$ cat src/rtl/fetch_pkg.sv
// Shared types and constants for the instruction-fetch queue.
package fetch_pkg;

  localparam int PC_STEP = 4;

  typedef struct packed {
    logic [31:0] pc;
    logic [31:0] inst;
  } fetch_entry_t;

endpackage

$ cat src/rtl/fetch_fifo.sv
// DEPTH-entry synchronous FIFO of fetched {pc, inst} pairs with flush.
// Head reads as all-zero whenever the FIFO is empty.
module fetch_fifo
  import fetch_pkg::*;
#(
  parameter int  DEPTH   = 4,
  parameter type entry_t = fetch_entry_t
) (
  input  logic                   clk,
  input  logic                   rst_n,
  input  logic                   push,
  input  logic                   pop,
  input  logic                   flush,
  input  entry_t                 din,
  output entry_t                 head,
  output logic [$clog2(DEPTH):0] count
);

  localparam int PW = $clog2(DEPTH);

  logic [PW-1:0] wr_ptr;
  logic [PW-1:0] rd_ptr;
  entry_t        mem [DEPTH];

  // NOTE: sequential state is updated with <= so every flop samples pre-edge values.
  always_ff @(posedge clk or negedge rst_n) begin
    if (!rst_n) begin
      wr_ptr <= '0;
      rd_ptr <= '0;
      count  <= '0;
    end else if (flush) begin
      wr_ptr <= '0;
      rd_ptr <= '0;
      count  <= '0;
    end else begin
      if (push) wr_ptr <= wr_ptr + 1'b1;
      if (pop)  rd_ptr <= rd_ptr + 1'b1;
      case ({push, pop})
        2'b10:   count <= count + 1'b1;
        2'b01:   count <= count - 1'b1;
        default: count <= count;
      endcase
    end
  end

  // NOTE: storage is not reset; count==0 already masks stale contents at the head.
  always_ff @(posedge clk) begin
    if (push && !flush) mem[wr_ptr] <= din;
  end

  assign head = (count == '0) ? '0 : mem[rd_ptr];

endmodule

$ cat src/rtl/if_fetch_queue.sv
// Instruction-fetch stage: issues sequential IM reads ahead of decode into a
// credit-limited queue, so every IM response is guaranteed a free slot.
module if_fetch_queue
  import fetch_pkg::*;
#(
  parameter int                ADDR_W   = 32,
  parameter int                INST_W   = 32,
  parameter int                DEPTH    = 4,
  parameter logic [ADDR_W-1:0] RESET_PC = '0
) (
  input  logic                   clk,
  input  logic                   rst_n,
  input  logic                   redirect,
  input  logic [ADDR_W-1:0]      redirect_pc,
  output logic                   IM_req,
  output logic [ADDR_W-1:0]      IM_r_addr,
  input  logic [INST_W-1:0]      IM_r_data,
  output logic                   IF_valid,
  input  logic                   DC_ready,
  output logic [ADDR_W-1:0]      IF_out_pc,
  output logic [INST_W-1:0]      IF_out_inst,
  output logic [$clog2(DEPTH):0] IF_count
);

  localparam int CW = $clog2(DEPTH) + 2;

  typedef struct packed {
    logic [ADDR_W-1:0] pc;
    logic [INST_W-1:0] inst;
  } entry_t;

  logic [ADDR_W-1:0] fetch_pc;
  logic              inflight;
  logic              inflight_valid;
  logic [ADDR_W-1:0] inflight_pc;
  logic              push;
  logic              pop;
  logic [CW-1:0]     credit_used;
  entry_t            head;
  entry_t            din;

  assign IF_valid = (IF_count != '0) && !redirect;
  assign pop      = IF_valid && DC_ready;
  assign push     = inflight && inflight_valid && !redirect;

  // Slots committed after this cycle; pop implies count >= 1, so no underflow.
  assign credit_used = CW'(IF_count) + CW'(inflight) - CW'(pop);

  // rst_n gates the request so IM sees no read while reset is held.
  assign IM_req    = rst_n && (redirect || (credit_used < CW'(DEPTH)));
  assign IM_r_addr = redirect ? redirect_pc : fetch_pc;

  always_ff @(posedge clk or negedge rst_n) begin
    if (!rst_n) begin
      fetch_pc       <= RESET_PC;
      inflight       <= 1'b0;
      inflight_valid <= 1'b0;
      inflight_pc    <= '0;
    end else if (IM_req) begin
      fetch_pc       <= IM_r_addr + ADDR_W'(PC_STEP);
      inflight       <= 1'b1;
      inflight_valid <= 1'b1;
      inflight_pc    <= IM_r_addr;
    end else begin
      inflight       <= 1'b0;
      inflight_valid <= 1'b0;
    end
  end

  assign din = '{pc: inflight_pc, inst: IM_r_data};

  fetch_fifo #(
    .DEPTH   (DEPTH),
    .entry_t (entry_t)
  ) u_fifo (
    .clk   (clk),
    .rst_n (rst_n),
    .push  (push),
    .pop   (pop),
    .flush (redirect),
    .din   (din),
    .head  (head),
    .count (IF_count)
  );

  assign IF_out_pc   = head.pc;
  assign IF_out_inst = head.inst;

endmodule

$ cat config.mk
export PLATFORM = sky130hd
export DESIGN_NAME = if_fetch_queue
export DESIGN_NICKNAME = d
export VERILOG_FILES = /design/src/rtl/fetch_pkg.sv /design/src/rtl/fetch_fifo.sv /design/src/rtl/if_fetch_queue.sv
export SDC_FILE = /design/constraint.sdc
export NUM_CORES = 1
export LEC_CHECK = 0
export ABC_AREA = 1
export BUFFER_PORTS_ARGS = -buffer_cell sky130_fd_sc_hd__buf_2
export CORE_ASPECT_RATIO = 0.8
export CORE_UTILIZATION = 40
export CTS_CLUSTER_DIAMETER = 50
export DETAILED_ROUTE_END_ITERATION = 16
export PLACE_DENSITY = 0.6
export SLEW_MARGIN = 20
export SYNTH_ARGS = -nofsm -noshare
export SYNTH_HDL_FRONTEND = slang
export SYNTH_SLANG_ARGS = --single-unit
export TNS_END_PERCENT = 20
$ cat constraint.sdc
create_clock -name clk -period 3.67 [get_ports clk]
set_input_delay 0.734 -clock clk [delete_from_list [all_inputs] [get_ports clk]]
set_output_delay 0.734 -clock clk [all_outputs]
set_load 0.05 [all_outputs]
==> flow_summary.yaml <==
outcome:
  status: "finished, final reports clean"
yosys:
  synth_top_area_share_pct: 54.1
  yosysSeqAreaShare_pct: 66.4
  syn_nets: 1477
  synth_top_area_cell: "edfxtp_1"
  ys_ff_latch: 326
  ys_types: 33
  synthTopCellsByArea: "edfxtp_1, dfrtp_1, nor2_1, nand2_1, o21ai_0"
  syn_avg_cell_area_um2: 10.1
  syn_inst: 1400
  yosys_warnings: 0
  syn_area_um2: 14200
cts:
  postCtsSetupBuffers: 0
  cts_tree: "done"
  path_clk_slew_ns: 0.06
  clockBufferDepth: 3
  cts_resized: 0
  cts_buffers: 36
  cts.sinks: 326
  htreeDepth: 2
  cts_root_buf: "clkbuf_16"
  clk_latency_ns: 0.52
  postCtsHoldBufs: 0
worst_setup_path:
  crit_path_start_kind: "register"
  end_kind: "output port"
  critical-path-slowest-cell: "dfrtp_4"
  r2r_slack_ns: 0.89
  rr_endpoint: "inflight_pc[23]$_DFFE_PN0P_"
  cp.arrival_ns: 2.61
  worstPathMaxFanout: 54
  path_class: "register to output port"
  regToRegStartpoint: "u_fifo.count[1]$_DFFE_PN0P_"
  reg2reg_depth: 12
  crit_required_ns: 2.94
  cp_cell_sequence: "clkinv_2 -> buf_4 -> o21ai_0 -> a21oi_1 -> buf_2"
  critPathMaxStageDelay_ns: 0.69
detailed_routing:
  route.detailed.drc: 0
  vias: 10200
  wl_mm: 34.6
  via_per_inst: 4.94
  drtPass1Iterations: 5
  first_iter_violations: 844
  drtAntennaViolNets: 0
  wl_per_cell_um: 16.8
floorplan:
  die_area_um2: 36300
  pin_count: 169
  initial_core_util_pct: 40.7
  chipHeight_um: 171
  rows: 61
  die_x_um: 213
  core-area_um2: 34900
power:
  p_int_w: 0.00833
  p_leak_nw: 6.81
  sequentialPowerShare_pct: 36.0
  switching_power_w: 0.00646
  p_per_area_nw_per_um2: 880
  combPwrFrac_pct: 39.2
  p_sw_share_pct: 43.7
  ir_drop_uv: 491
  clock_power_share_pct: 24.8
finish:
  final_common_cell: "nor2_1"
  drive_above_1_share_pct: 19.3
  nets: 1633
  instances_no_fill: 2057
  syn_to_final_growth_pct: 18.4
  final_cell_mix: "nor2_1, nand2_1, edfxtp_1"
  nFillCells: 3252
timing:
  setup_viol: 0
  max_slew_margin_pct: 35.4
  hold_viol_final: 0
  timing.fmax_mhz: 299
  setup_slack_ns: 0.324
  final-max-slew-violation-count: 0
  rsz0062_at_grt: "no"
  period_needed_ns: 3.35
  post-route-period-util_pct: 91.2
  fin_skew_ns: 0.0206
  tightestPinTransition_ns: 0.970
min_path:
  hold_path_class: "input pin to register"
  hold_path_depth: 1
  hold_end: "u_fifo.mem[3][0]$_DFFE_PP_"
  hold_start: "IM_r_data[0]"
global_routing:
  antenna_found_initial: 1
  grt_max_degree: 82
  grt_pass1_vias: 9708
  grt_use_total_pct: 19.4
  overflow: 0
  grt_pass1_wl_mm: 54.2
run:
  maxCapViolations: 0
placement:
  gp_congestion: 0.863
  hpwl_mm: 20.6
  dp.cells: 1990
  port_buffers: 168
  place_ws_ns: 0.501
[per-layer routing]
| metal | GRT usage [%] | routed length, µm | vias up |
|---|---|---|---|
| li1 | - | - | 5000 |
| met1 | 28.4 | 16500 | 4804 |
| met2 | 30.1 | 15400 | 302 |
| met3 | 2.92 | 1930 | 48 |
| met4 | 4.91 | 755 | 0 |
| met5 | 0 | 0 | - |
[cell usage after synthesis (all sizes together)]
master  count
a21oi      65
buf        27
clkbuf     44
clkinv      1
dfrtp      70
edfxtp    256
fa          1
ha          8
inv        69
nand2     314
nand3      32
nand3b      1
nand4       1
nor2      317
nor3        2
o21a        1
o21ai     179
o22ai       1
or2         2
xor2        9
[stage by stage]
step                utilization (%)  TNS, ns  area, µm²  power (W)  hold slack (ns)
floorplan                         -  -206.59      14200    0.00956            0.438
global placement               44.7        0      15600     0.0112            0.459
detailed placement             44.7        0      15600     0.0112            0.466
CTS                            48.2        0      16800     0.0149            0.415
global route                   48.2        0      16800     0.0156            0.421
finish                         48.2        0      16800     0.0148            0.438
[logic make-up (layout without fill, tap and decap cells)]
group | after synthesis | after routing | share of synthesized area, %
buffers and inverters | 141 | 325 | 4.16
xor gates and xnor gates | 9 | 9 | 0.555
AOI/OAI and AO/OA | 246 | 246 | 8.75
other | 0 | 1 | 0
adders and majority gates | 9 | 9 | 0.846
and+or+nand+nor | 669 | 669 | 19.3
DFF | 326 | 326 | 66.4
[sequential cells by signal, summed over array words and instances (netlist names)]
name,cells
u_fifo.rd_ptr,2
u_fifo.count,3
u_fifo.mem,256
inflight_pc,30
u_fifo.wr_ptr,2
fetch_pc,32
inflight_valid,1
[cell type report]
type                            instances  area, µm²  share of cell area [%]
Antenna cell                            1       2.50                  0.0149
Clock buffer                           42        966                    5.74
Clock inverter                         24        251                    1.50
Inverter                               70        264                    1.57
Multi-Input combinational cell        933       4210                    25.1
Sequential cell                       326       9440                    56.2
Tap cell                              472        591                    3.51
Timing Repair Buffer                  189       1090                    6.46
[how the worst max path moves through the flow]
stage,end,depth (start not counted),slack [ns],startpoint
CTS,IF_out_pc[23],6,0.25,u_fifo.rd_ptr[0]$_DFFE_PN0P_
detailed placement,IM_req,14,0.50,DC_ready
global placement,IM_req,14,0.49,DC_ready
finish,IF_out_inst[11],5,0.32,u_fifo.rd_ptr[0]$_DFFE_PN0P_
floorplan,u_fifo.mem[0][0]$_DFFE_PP_,5,-0.81,redirect
global route,IF_out_pc[23],6,0.16,u_fifo.rd_ptr[0]$_DFFE_PN0P_
[worst max-delay path: cells and delay by family (launching register included)]
kind / cells / cell delay, ns
AOI/OAI and AO/OA: 2 / 0.44
DFF: 1 / 0.69
buffers and inverters: 3 / 0.92
[power by group through the flow]
stage | clock network, W | registers, W | logic (W)
after global placement | 0 | 0.00539 | 0.00579
after global routing | 0.00390 | 0.00542 | 0.00630
after CTS | 0.00374 | 0.00534 | 0.00586
final | 0.00367 | 0.00533 | 0.00580
after floorplan | 0 | 0.00523 | 0.00433
after detailed placement | 0 | 0.00540 | 0.00584
(Power assumes the default switching activity.)
